[src/rtl/letc_core_pkg.sv]
// letc_core_pkg: shared core types for the LETC pipeline.
// Holds the ALU operation and operand-source enums plus the decode->execute
// and execute->memory payload structs used by letc_core_e_stage.
package letc_core_pkg;

    localparam int XLEN = 32;

    typedef logic [XLEN-1:0] word_t;
    typedef logic [4:0]      reg_idx_t;

    // Returned by the ALU for any encoding it does not implement.
    localparam word_t ALU_UNKNOWN_RESULT = 32'hDEADBEEF;

    typedef enum logic [3:0] {
        ALU_ADD  = 4'd0,
        ALU_SUB  = 4'd1,
        ALU_SLL  = 4'd2,
        ALU_SLT  = 4'd3,
        ALU_SLTU = 4'd4,
        ALU_XOR  = 4'd5,
        ALU_SRL  = 4'd6,
        ALU_SRA  = 4'd7,
        ALU_OR   = 4'd8,
        ALU_AND  = 4'd9
    } alu_op_e;

    typedef enum logic [1:0] {
        OP1_SRC_RS1  = 2'd0,
        OP1_SRC_PC   = 2'd1,
        OP1_SRC_ZERO = 2'd2
    } alu_op1_src_e;

    typedef enum logic [1:0] {
        OP2_SRC_RS2  = 2'd0,
        OP2_SRC_IMM  = 2'd1,
        OP2_SRC_FOUR = 2'd2
    } alu_op2_src_e;

    typedef struct packed {
        word_t        pc;
        word_t        rs1_val;
        word_t        rs2_val;
        reg_idx_t     rs1_idx;
        reg_idx_t     rs2_idx;
        word_t        imm;
        alu_op1_src_e op1_src;
        alu_op2_src_e op2_src;
        alu_op_e      alu_op;
        reg_idx_t     rd_idx;
        logic         rd_we;
    } d_to_e_s;

    typedef struct packed {
        word_t    result;
        word_t    rs2_val;
        reg_idx_t rd_idx;
        logic     rd_we;
        word_t    pc;
    } e_to_m_s;

    // True when the instruction held in the execute output register writes
    // the given source register (x0 is never a real producer).
    function automatic logic bypass_hit(input logic     m_valid,
                                        input logic     m_rd_we,
                                        input reg_idx_t m_rd_idx,
                                        input reg_idx_t src_idx);
        return m_valid && m_rd_we && (m_rd_idx != '0) && (m_rd_idx == src_idx);
    endfunction

endpackage

[src/rtl/letc_core_e_stage_if.sv]
// letc_core_e_stage_if: decode->execute and execute->memory handshake bundle.
// Handshake rule on both sides: a transfer happens on a rising clock edge
// where valid and ready are both high; the producer holds its payload stable
// while valid is high and ready is low, and ready never depends on valid.
// The slave modport is the execute stage's view, master is the surroundings.
interface letc_core_e_stage_if;
    import letc_core_pkg::*;

    logic         i_flush;
    logic         i_d_valid;
    logic         o_d_ready;
    word_t        i_d_pc;
    word_t        i_d_rs1_val;
    word_t        i_d_rs2_val;
    reg_idx_t     i_d_rs1_idx;
    reg_idx_t     i_d_rs2_idx;
    word_t        i_d_imm;
    alu_op1_src_e i_d_op1_src;
    alu_op2_src_e i_d_op2_src;
    alu_op_e      i_d_alu_op;
    reg_idx_t     i_d_rd_idx;
    logic         i_d_rd_we;

    logic         o_m_valid;
    logic         i_m_ready;
    word_t        o_m_result;
    word_t        o_m_rs2_val;
    reg_idx_t     o_m_rd_idx;
    logic         o_m_rd_we;
    word_t        o_m_pc;

    modport slave (
        input  i_flush, i_d_valid, i_d_pc, i_d_rs1_val, i_d_rs2_val,
               i_d_rs1_idx, i_d_rs2_idx, i_d_imm, i_d_op1_src, i_d_op2_src,
               i_d_alu_op, i_d_rd_idx, i_d_rd_we, i_m_ready,
        output o_d_ready, o_m_valid, o_m_result, o_m_rs2_val, o_m_rd_idx,
               o_m_rd_we, o_m_pc
    );

    modport master (
        output i_flush, i_d_valid, i_d_pc, i_d_rs1_val, i_d_rs2_val,
               i_d_rs1_idx, i_d_rs2_idx, i_d_imm, i_d_op1_src, i_d_op2_src,
               i_d_alu_op, i_d_rd_idx, i_d_rd_we, i_m_ready,
        input  o_d_ready, o_m_valid, o_m_result, o_m_rs2_val, o_m_rd_idx,
               o_m_rd_we, o_m_pc
    );

endinterface

[src/rtl/letc_core_alu.sv]
// letc_core_alu: single-cycle combinational integer ALU.
// Results wrap modulo 2^32, shifts use b[4:0], unknown ops give DEADBEEF.
module letc_core_alu
    import letc_core_pkg::*;
(
    input  alu_op_e i_op,
    input  word_t   i_a,
    input  word_t   i_b,
    output word_t   o_result
);

    logic [4:0] shamt;
    assign shamt = i_b[4:0];

    // Evaluate the requested operation on the two operands
    always_comb begin
        o_result = ALU_UNKNOWN_RESULT;
        case (i_op)
            ALU_ADD:  o_result = i_a + i_b;
            ALU_SUB:  o_result = i_a - i_b;
            ALU_SLL:  o_result = i_a << shamt;
            ALU_SLT:  o_result = {31'd0, $signed(i_a) < $signed(i_b)};
            ALU_SLTU: o_result = {31'd0, i_a < i_b};
            ALU_XOR:  o_result = i_a ^ i_b;
            ALU_SRL:  o_result = i_a >> shamt;
            ALU_SRA:  o_result = word_t'($signed(i_a) >>> shamt);
            ALU_OR:   o_result = i_a | i_b;
            ALU_AND:  o_result = i_a & i_b;
            default:  o_result = ALU_UNKNOWN_RESULT;
        endcase
    end

endmodule

[src/rtl/letc_core_e_bypass.sv]
// letc_core_e_bypass: forwards the execute stage's own registered result
// into the next instruction's rs1/rs2 values when it is the producer.
module letc_core_e_bypass
    import letc_core_pkg::*;
(
    input  logic     i_m_valid,
    input  logic     i_m_rd_we,
    input  reg_idx_t i_m_rd_idx,
    input  word_t    i_m_result,
    input  reg_idx_t i_rs1_idx,
    input  reg_idx_t i_rs2_idx,
    input  word_t    i_rs1_val,
    input  word_t    i_rs2_val,
    output word_t    o_rs1_val,
    output word_t    o_rs2_val
);

    logic rs1_hit;
    logic rs2_hit;

    // Compare held destination against each source and mux the result in
    always_comb begin
        rs1_hit   = bypass_hit(i_m_valid, i_m_rd_we, i_m_rd_idx, i_rs1_idx);
        rs2_hit   = bypass_hit(i_m_valid, i_m_rd_we, i_m_rd_idx, i_rs2_idx);
        o_rs1_val = rs1_hit ? i_m_result : i_rs1_val;
        o_rs2_val = rs2_hit ? i_m_result : i_rs2_val;
    end

endmodule

[src/rtl/letc_core_e_stage.sv]
// letc_core_e_stage: LETC execute stage. Selects ALU operands, computes the
// result and registers it with writeback metadata in a one-entry output
// register for the memory stage. Flush kills both the held and the incoming
// instruction. Optional feature macro: LETC_CORE_E_BYPASS_EN forwards the
// held result into the next instruction's register operands.
module letc_core_e_stage
    import letc_core_pkg::*;
(
    input  logic                      i_clk,
    input  logic                      i_rst_n,
    letc_core_e_stage_if.slave        bus
);

    d_to_e_s d;
    word_t   rs1_val;
    word_t   rs2_val;
    word_t   op1;
    word_t   op2;
    word_t   alu_result;
    logic    d_ready;
    logic    accept;

    logic    m_valid_q;
    logic    m_valid_d;
    e_to_m_s payload_q;
    e_to_m_s payload_d;

    // Gather the decode-side inputs into one payload view
    always_comb begin
        d.pc      = bus.i_d_pc;
        d.rs1_val = bus.i_d_rs1_val;
        d.rs2_val = bus.i_d_rs2_val;
        d.rs1_idx = bus.i_d_rs1_idx;
        d.rs2_idx = bus.i_d_rs2_idx;
        d.imm     = bus.i_d_imm;
        d.op1_src = bus.i_d_op1_src;
        d.op2_src = bus.i_d_op2_src;
        d.alu_op  = bus.i_d_alu_op;
        d.rd_idx  = bus.i_d_rd_idx;
        d.rd_we   = bus.i_d_rd_we;
    end

`ifdef LETC_CORE_E_BYPASS_EN
    letc_core_e_bypass u_bypass (
        .i_m_valid  (m_valid_q),
        .i_m_rd_we  (payload_q.rd_we),
        .i_m_rd_idx (payload_q.rd_idx),
        .i_m_result (payload_q.result),
        .i_rs1_idx  (d.rs1_idx),
        .i_rs2_idx  (d.rs2_idx),
        .i_rs1_val  (d.rs1_val),
        .i_rs2_val  (d.rs2_val),
        .o_rs1_val  (rs1_val),
        .o_rs2_val  (rs2_val)
    );
`else
    // Without forwarding the hazard unit stalls decode, so indices are unused.
    logic unused_src_idx;
    assign unused_src_idx = ^{d.rs1_idx, d.rs2_idx};
    assign rs1_val = d.rs1_val;
    assign rs2_val = d.rs2_val;
`endif

    // Pick ALU operands from register values, PC, immediate or constants
    always_comb begin
        op1 = '0;
        op2 = '0;
        case (d.op1_src)
            OP1_SRC_RS1:  op1 = rs1_val;
            OP1_SRC_PC:   op1 = d.pc;
            OP1_SRC_ZERO: op1 = '0;
            default:      op1 = '0;
        endcase
        case (d.op2_src)
            OP2_SRC_RS2:  op2 = rs2_val;
            OP2_SRC_IMM:  op2 = d.imm;
            OP2_SRC_FOUR: op2 = 32'd4;
            default:      op2 = '0;
        endcase
    end

    letc_core_alu u_alu (
        .i_op     (d.alu_op),
        .i_a      (op1),
        .i_b      (op2),
        .o_result (alu_result)
    );

    assign d_ready = !m_valid_q || bus.i_m_ready;
    assign accept  = bus.i_d_valid && d_ready && !bus.i_flush;

    // Next-state for the output register: flush beats accept beats consume
    always_comb begin
        m_valid_d = m_valid_q;
        payload_d = payload_q;
        if (bus.i_flush) begin
            m_valid_d = 1'b0;
        end else if (accept) begin
            m_valid_d         = 1'b1;
            payload_d.result  = alu_result;
            payload_d.rs2_val = rs2_val;
            payload_d.rd_idx  = d.rd_idx;
            payload_d.rd_we   = d.rd_we && (d.rd_idx != '0);
            payload_d.pc      = d.pc;
        end else if (m_valid_q && bus.i_m_ready) begin
            m_valid_d = 1'b0;
        end
    end

    // Output register with asynchronous clear
    always_ff @(posedge i_clk or negedge i_rst_n) begin
        if (!i_rst_n) begin
            m_valid_q <= 1'b0;
            payload_q <= '0;
        end else begin
            m_valid_q <= m_valid_d;
            payload_q <= payload_d;
        end
    end

    assign bus.o_d_ready   = d_ready;
    assign bus.o_m_valid   = m_valid_q;
    assign bus.o_m_result  = payload_q.result;
    assign bus.o_m_rs2_val = payload_q.rs2_val;
    assign bus.o_m_rd_idx  = payload_q.rd_idx;
    assign bus.o_m_rd_we   = payload_q.rd_we;
    assign bus.o_m_pc      = payload_q.pc;

endmodule

[src/flat_wrapper.sv]
// flat-port wrapper written by rule: the top's interface ports become plain ports
module letc_core_e_stage_flat import letc_core_pkg::*;
  (i_clk, i_rst_n, bus_i_flush, bus_i_d_valid, bus_i_d_pc, bus_i_d_rs1_val, bus_i_d_rs2_val, bus_i_d_rs1_idx, bus_i_d_rs2_idx, bus_i_d_imm, bus_i_d_op1_src, bus_i_d_op2_src, bus_i_d_alu_op, bus_i_d_rd_idx, bus_i_d_rd_we, bus_i_m_ready, bus_o_d_ready, bus_o_m_valid, bus_o_m_result, bus_o_m_rs2_val, bus_o_m_rd_idx, bus_o_m_rd_we, bus_o_m_pc);
  letc_core_e_stage_if bus_i ();
  input  logic i_clk;
  input  logic i_rst_n;
  input wire logic [$bits(bus_i.i_flush)-1:0] bus_i_flush;
  input wire logic [$bits(bus_i.i_d_valid)-1:0] bus_i_d_valid;
  input wire logic [$bits(bus_i.i_d_pc)-1:0] bus_i_d_pc;
  input wire logic [$bits(bus_i.i_d_rs1_val)-1:0] bus_i_d_rs1_val;
  input wire logic [$bits(bus_i.i_d_rs2_val)-1:0] bus_i_d_rs2_val;
  input wire logic [$bits(bus_i.i_d_rs1_idx)-1:0] bus_i_d_rs1_idx;
  input wire logic [$bits(bus_i.i_d_rs2_idx)-1:0] bus_i_d_rs2_idx;
  input wire logic [$bits(bus_i.i_d_imm)-1:0] bus_i_d_imm;
  input wire logic [$bits(bus_i.i_d_op1_src)-1:0] bus_i_d_op1_src;
  input wire logic [$bits(bus_i.i_d_op2_src)-1:0] bus_i_d_op2_src;
  input wire logic [$bits(bus_i.i_d_alu_op)-1:0] bus_i_d_alu_op;
  input wire logic [$bits(bus_i.i_d_rd_idx)-1:0] bus_i_d_rd_idx;
  input wire logic [$bits(bus_i.i_d_rd_we)-1:0] bus_i_d_rd_we;
  input wire logic [$bits(bus_i.i_m_ready)-1:0] bus_i_m_ready;
  output wire logic [$bits(bus_i.o_d_ready)-1:0] bus_o_d_ready;
  output wire logic [$bits(bus_i.o_m_valid)-1:0] bus_o_m_valid;
  output wire logic [$bits(bus_i.o_m_result)-1:0] bus_o_m_result;
  output wire logic [$bits(bus_i.o_m_rs2_val)-1:0] bus_o_m_rs2_val;
  output wire logic [$bits(bus_i.o_m_rd_idx)-1:0] bus_o_m_rd_idx;
  output wire logic [$bits(bus_i.o_m_rd_we)-1:0] bus_o_m_rd_we;
  output wire logic [$bits(bus_i.o_m_pc)-1:0] bus_o_m_pc;
  assign bus_i.i_flush = bus_i_flush;
  assign bus_i.i_d_valid = bus_i_d_valid;
  assign bus_i.i_d_pc = bus_i_d_pc;
  assign bus_i.i_d_rs1_val = bus_i_d_rs1_val;
  assign bus_i.i_d_rs2_val = bus_i_d_rs2_val;
  assign bus_i.i_d_rs1_idx = bus_i_d_rs1_idx;
  assign bus_i.i_d_rs2_idx = bus_i_d_rs2_idx;
  assign bus_i.i_d_imm = bus_i_d_imm;
  assign bus_i.i_d_op1_src = bus_i_d_op1_src;
  assign bus_i.i_d_op2_src = bus_i_d_op2_src;
  assign bus_i.i_d_alu_op = bus_i_d_alu_op;
  assign bus_i.i_d_rd_idx = bus_i_d_rd_idx;
  assign bus_i.i_d_rd_we = bus_i_d_rd_we;
  assign bus_i.i_m_ready = bus_i_m_ready;
  assign bus_o_d_ready = bus_i.o_d_ready;
  assign bus_o_m_valid = bus_i.o_m_valid;
  assign bus_o_m_result = bus_i.o_m_result;
  assign bus_o_m_rs2_val = bus_i.o_m_rs2_val;
  assign bus_o_m_rd_idx = bus_i.o_m_rd_idx;
  assign bus_o_m_rd_we = bus_i.o_m_rd_we;
  assign bus_o_m_pc = bus_i.o_m_pc;
  letc_core_e_stage u_core (.i_clk(i_clk), .i_rst_n(i_rst_n), .bus(bus_i));
endmodule
[config.mk]
export PLATFORM = sky130hd
export DESIGN_NAME = letc_core_e_stage_flat
export DESIGN_NICKNAME = d
export VERILOG_FILES = /design/src/rtl/letc_core_pkg.sv /design/src/rtl/letc_core_e_stage_if.sv /design/src/rtl/letc_core_alu.sv /design/src/rtl/letc_core_e_bypass.sv /design/src/rtl/letc_core_e_stage.sv /design/src/flat_wrapper.sv
export SDC_FILE = /design/constraint.sdc
export NUM_CORES = 1
export LEC_CHECK = 0
export ABC_CLOCK_PERIOD_IN_PS = 2350
export CORE_UTILIZATION = 32
export CTS_CLUSTER_SIZE = 24
export DETAILED_ROUTE_END_ITERATION = 6
export PLACE_DENSITY = 0.57
export RECOVER_POWER = 25
export SYNTH_ARGS = -nofsm -noshare
export SYNTH_HDL_FRONTEND = slang
export SYNTH_HIERARCHICAL = 1
export SYNTH_SLANG_ARGS = --single-unit
export TNS_END_PERCENT = 20
[constraint.sdc]
create_clock -name i_clk -period 2.35 [get_ports i_clk]
set_input_delay 0.47 -clock i_clk [delete_from_list [all_inputs] [get_ports i_clk]]
set_output_delay 0.47 -clock i_clk [all_outputs]
set_load 0.01 [all_outputs]
==> impl_metrics.csv <==
group,metric,value,unit
detailed_routing,drtAntennaViolNets,0,
detailed_routing,wl_per_cell,23.5,um
timing,worst_pin_slew,1.07,ns
synthesis,synthesis.nets,1884,
synthesis,netlist_area,14000,um2
min_path,hold_class,"primary input to asynchronous set/reset pin",
power,p_per_area,436,nW/um2
placed_design,portBuffers,250,
critical_path,path_cells,"buf_12 -> buf_12 -> mux2i_4 -> nor2_4 -> inv_2 -> ha_4 -> buf_4 -> buf_4 -> o311ai_4 -> a211oi_4 -> buf_6 -> a2111oi_4 -> o21ai_2 -> a221oi_2 -> o21ai_1 -> mux2_4",
power,p_switching,4.07,mW
status,violations,"negative setup slack",
flow_run,cap_violations,0,
die,die_area,44500,um2
die,die_h,211,um
critical_path,critPathMaxStageDelay,0.52,ns
timing,min_period,3.40,ns
clock_network,cts_hold_buf,0,
timing,relSlewSlack,28.6,%
die,die_x,211,um
synthesis,synth_warnings,6,
critical_path,crit_type,"primary input to flop",
synthesis,synth_cells,1626,
grt,grt_start_max_net_pins,70,
critical_path,cp-end-kind,"flop",
clock_network,htreeDepth,3,
synthesis,syn_avg_cell_area,8.58,um2
synthesis,ys_async_sr_fraction,100,%
timing,clock-skew-final,0.0248,ns
grt,grt.total_usage,31.2,%
detailed_routing,vias,16600,
timing,maxSlewViolCount,0,
final_layout,stdcell_area,23700,um2
synthesis,seq_area_frac_synth,18.5,%
final_layout,syn2layout_area_growth,69.5,%
timing,setup_viol,32,
placed_design,place.gp.congestion,0.996,
clock_network,clkLatencyLatePin,0.41,ns
die,core,43100,um2
power,p_comb_share,61.9,%
power,sw_frac_of_total,39.4,%
timing,hold_violations,0,
critical_path,cp-start-kind,"primary input",
final_layout,layout-drive-gt1-share,45.5,%
power,peakVddDrop,0.425,mV
synthesis,ys.flop_type,"dfrtp_1",
power,internal-power,6.25,mW
clock_network,cts_tree,"built",
timing,fmax,0.294,GHz
detailed_routing,drc,0,
placed_design,hpwlAfterDp,55400,um
status,status,"finished, violations left",
final_layout,nNetsFinal,2639,
die,ios,261,
final_layout,most-common-layout-cells,"buf_4 (551), clkdlybuf4s50_1 (201), nor2_1 (156)",
die,fp-row-count,76,
power,total_power,10.3,mW
timing,fin_ws,-1.05,ns
timing,finalCritPeriodShare,145,%
critical_path,cp_top_family,"compound AO/OA/AOI/OAI gates",
clock_network,path_clk_slew,0.09,ns
clock_network,cts_buffer_depth,2,
placed_design,dpl-instance-area,21200,um2
clock_network,cts-buffers-inserted,9,
final_layout,num_antenna_cells,0,
grt,gr-total-overflow,0,
synthesis,ys_ff_latch,103,
critical_path,crit_fanout,6,
detailed_routing,drt-initial-drc-count,1850,
synthesis,synth_edf_count,0,
grt,grt_pass1_wl,103000,um
detailed_routing,avgViaCountPerCell,5.59,
power,seqPwrFrac,22.5,%
detailed_routing,dr.pass1.iters,6,
grt,antenna_found_initial,0,
power,power_frac_clock,15.6,%
die,floorplan.initialDensity,32.4,%
grt,grt_pass1_vias,16600,
detailed_routing,finalWirelength,69900,um
timing,rsz0062_at_grt,"yes",
critical_path,cp.buffers_inverters,6,
critical_path,slowest_stage,"a2111oi_4",
clock_network,cts_root_buffer,"clkbuf_16",
final_layout,nFillCells,3983,
synthesis,synth.distinct_cells,85,
power,power.leakage,10.3,nW
critical_path,required,2.66,ns
final_layout,layout_commonest_cell,"buf_4",
clock_network,cts_sinks,103,
critical_path,worstPathArrival,3.71,ns
[area by class of cell]
| cell class | count | area, um2 | share of cell area [%] |
|---|---|---|---|
| repair buffers | 867 | 7640 | 32.3 |
| flip-flops and latches | 103 | 2580 | 10.9 |
| well taps | 585 | 732 | 3.09 |
| clock buffers | 12 | 246 | 1.04 |
| inverters | 97 | 389 | 1.64 |
| multi-input cells | 1303 | 12000 | 50.9 |
| clock inverters | 4 | 36.3 | 0.153 |
[synthesized netlist by cell type, types with 12 or more instances]
library cell / number / area, um2
a211oi_1: 32 / 240
a21oi_1: 128 / 641
a221oi_1: 16 / 140
a31oi_1: 16 / 100
buf_2: 28 / 140
buf_6: 13 / 146
clkbuf_1: 68 / 255
dfrtp_1: 103 / 2580
ha_1: 99 / 1240
inv_1: 91 / 342
mux2_2: 32 / 360
mux2_4: 79 / 1190
mux2i_1: 102 / 1020
mux4_2: 45 / 1010
nand2_1: 95 / 357
nand3_1: 23 / 115
nand4_1: 12 / 75.1
nor2_1: 199 / 747
nor3_1: 32 / 160
o2111ai_1: 12 / 105
o211ai_1: 26 / 195
o21ai_0: 97 / 485
o21bai_1: 15 / 113
o31ai_1: 17 / 128
xnor2_1: 17 / 149
[repair_timing]
action | 4_1_cts | 5_1_grt
resized for setup | 280 | 178
endpoints found under the hold margin | 0 | 0
setup endpoints to repair | 32 | 32
gates cloned | 4 | 0
pin swaps | 78 | 79
setup buffers | 36 | 22
[state kept, by name, indices dropped and copies added, names as in the netlist]
register                flops
u_core/bus.o_m_valid        1
u_core/bus.o_m_rs2_val     32
u_core/bus.o_m_result      32
u_core/bus.o_m_rd_we        1
u_core/bus.o_m_rd_idx       5
u_core/bus.o_m_pc          32
[logic make-up (layout without fill, tap and decap cells)]
group	count (synthesis)	in the layout	share of synthesized area, %
XOR/XNOR	17	17	1.07
flip-flops	103	103	18.5
multiplexers	265	265	27.0
AO/OA/AOI/OAI	473	473	22.4
buffers and inverters	220	980	7.04
AND/OR/NAND/NOR	447	447	14.9
adder cells (fa/ha/maj)	101	101	9.16
[per-stage QoR]
| stage | setup TNS [ns] | util [%] | hold slack (ns) | setup slack [ns] | instances |
|---|---|---|---|---|---|
| after floorplan | -32.14 | - | 0.174 | -1.34 | 1626 |
| after global placement | -56.27 | 49.2 | 0.490 | -2.11 | 2897 |
| after detailed placement | -56.69 | 49.2 | 0.492 | -2.10 | 2897 |
| after CTS | -29.70 | 53.1 | 0.0539 | -1.04 | 2952 |
| after global routing | -31.67 | 54.9 | 0.267 | -1.14 | 2971 |
| final | -29.10 | 54.9 | 0.238 | -1.05 | 2971 |
[power by group through the flow]
stage                     Sequential [mW]  Clock (mW)  Combinational (mW)
after floorplan                      2.48           0                2.51
after CTS                            2.32        1.67                6.05
after global placement               2.34           0                5.57
after global routing                 2.36        1.71                6.73
after detailed placement             2.34           0                5.60
final                                2.32        1.61                6.39
[metal layers]
layer / share of wire (%) / vias up / wire, um / GRT usage [%]
met2: 46 / 781 / 32400 / 51.0
li1: - / 7538 / - / -
met3: 7.3 / 144 / 5100 / 4.85
met4: 4.8 / 0 / 3350 / 14.5
met1: 42 / 8135 / 29000 / 40.2
met5: 0 / - / 0 / 0
[worst paths after layout]
check                      cells past startpoint  slack, ns                          to                      from
max                                           16      -1.05   u_core/bus.o_m_result[27]        bus_i_d_op2_src[0]
min                                            1       0.24   u_core/bus.o_m_result[30]                   i_rst_n
max reg2reg                                    4       0.84        u_core/bus.o_m_pc[0]      u_core/bus.o_m_valid
min reg2reg                                    1       0.51    u_core/bus.o_m_result[9]  u_core/bus.o_m_result[9]
max in group asynchronous                      2       0.51  u_core/bus.o_m_rs2_val[18]                   i_rst_n
min in group i_clk                             2       0.35  u_core/bus.o_m_rs2_val[13]       bus_i_d_rs2_val[13]
Note: power is estimated with default switching activity, not from simulation.
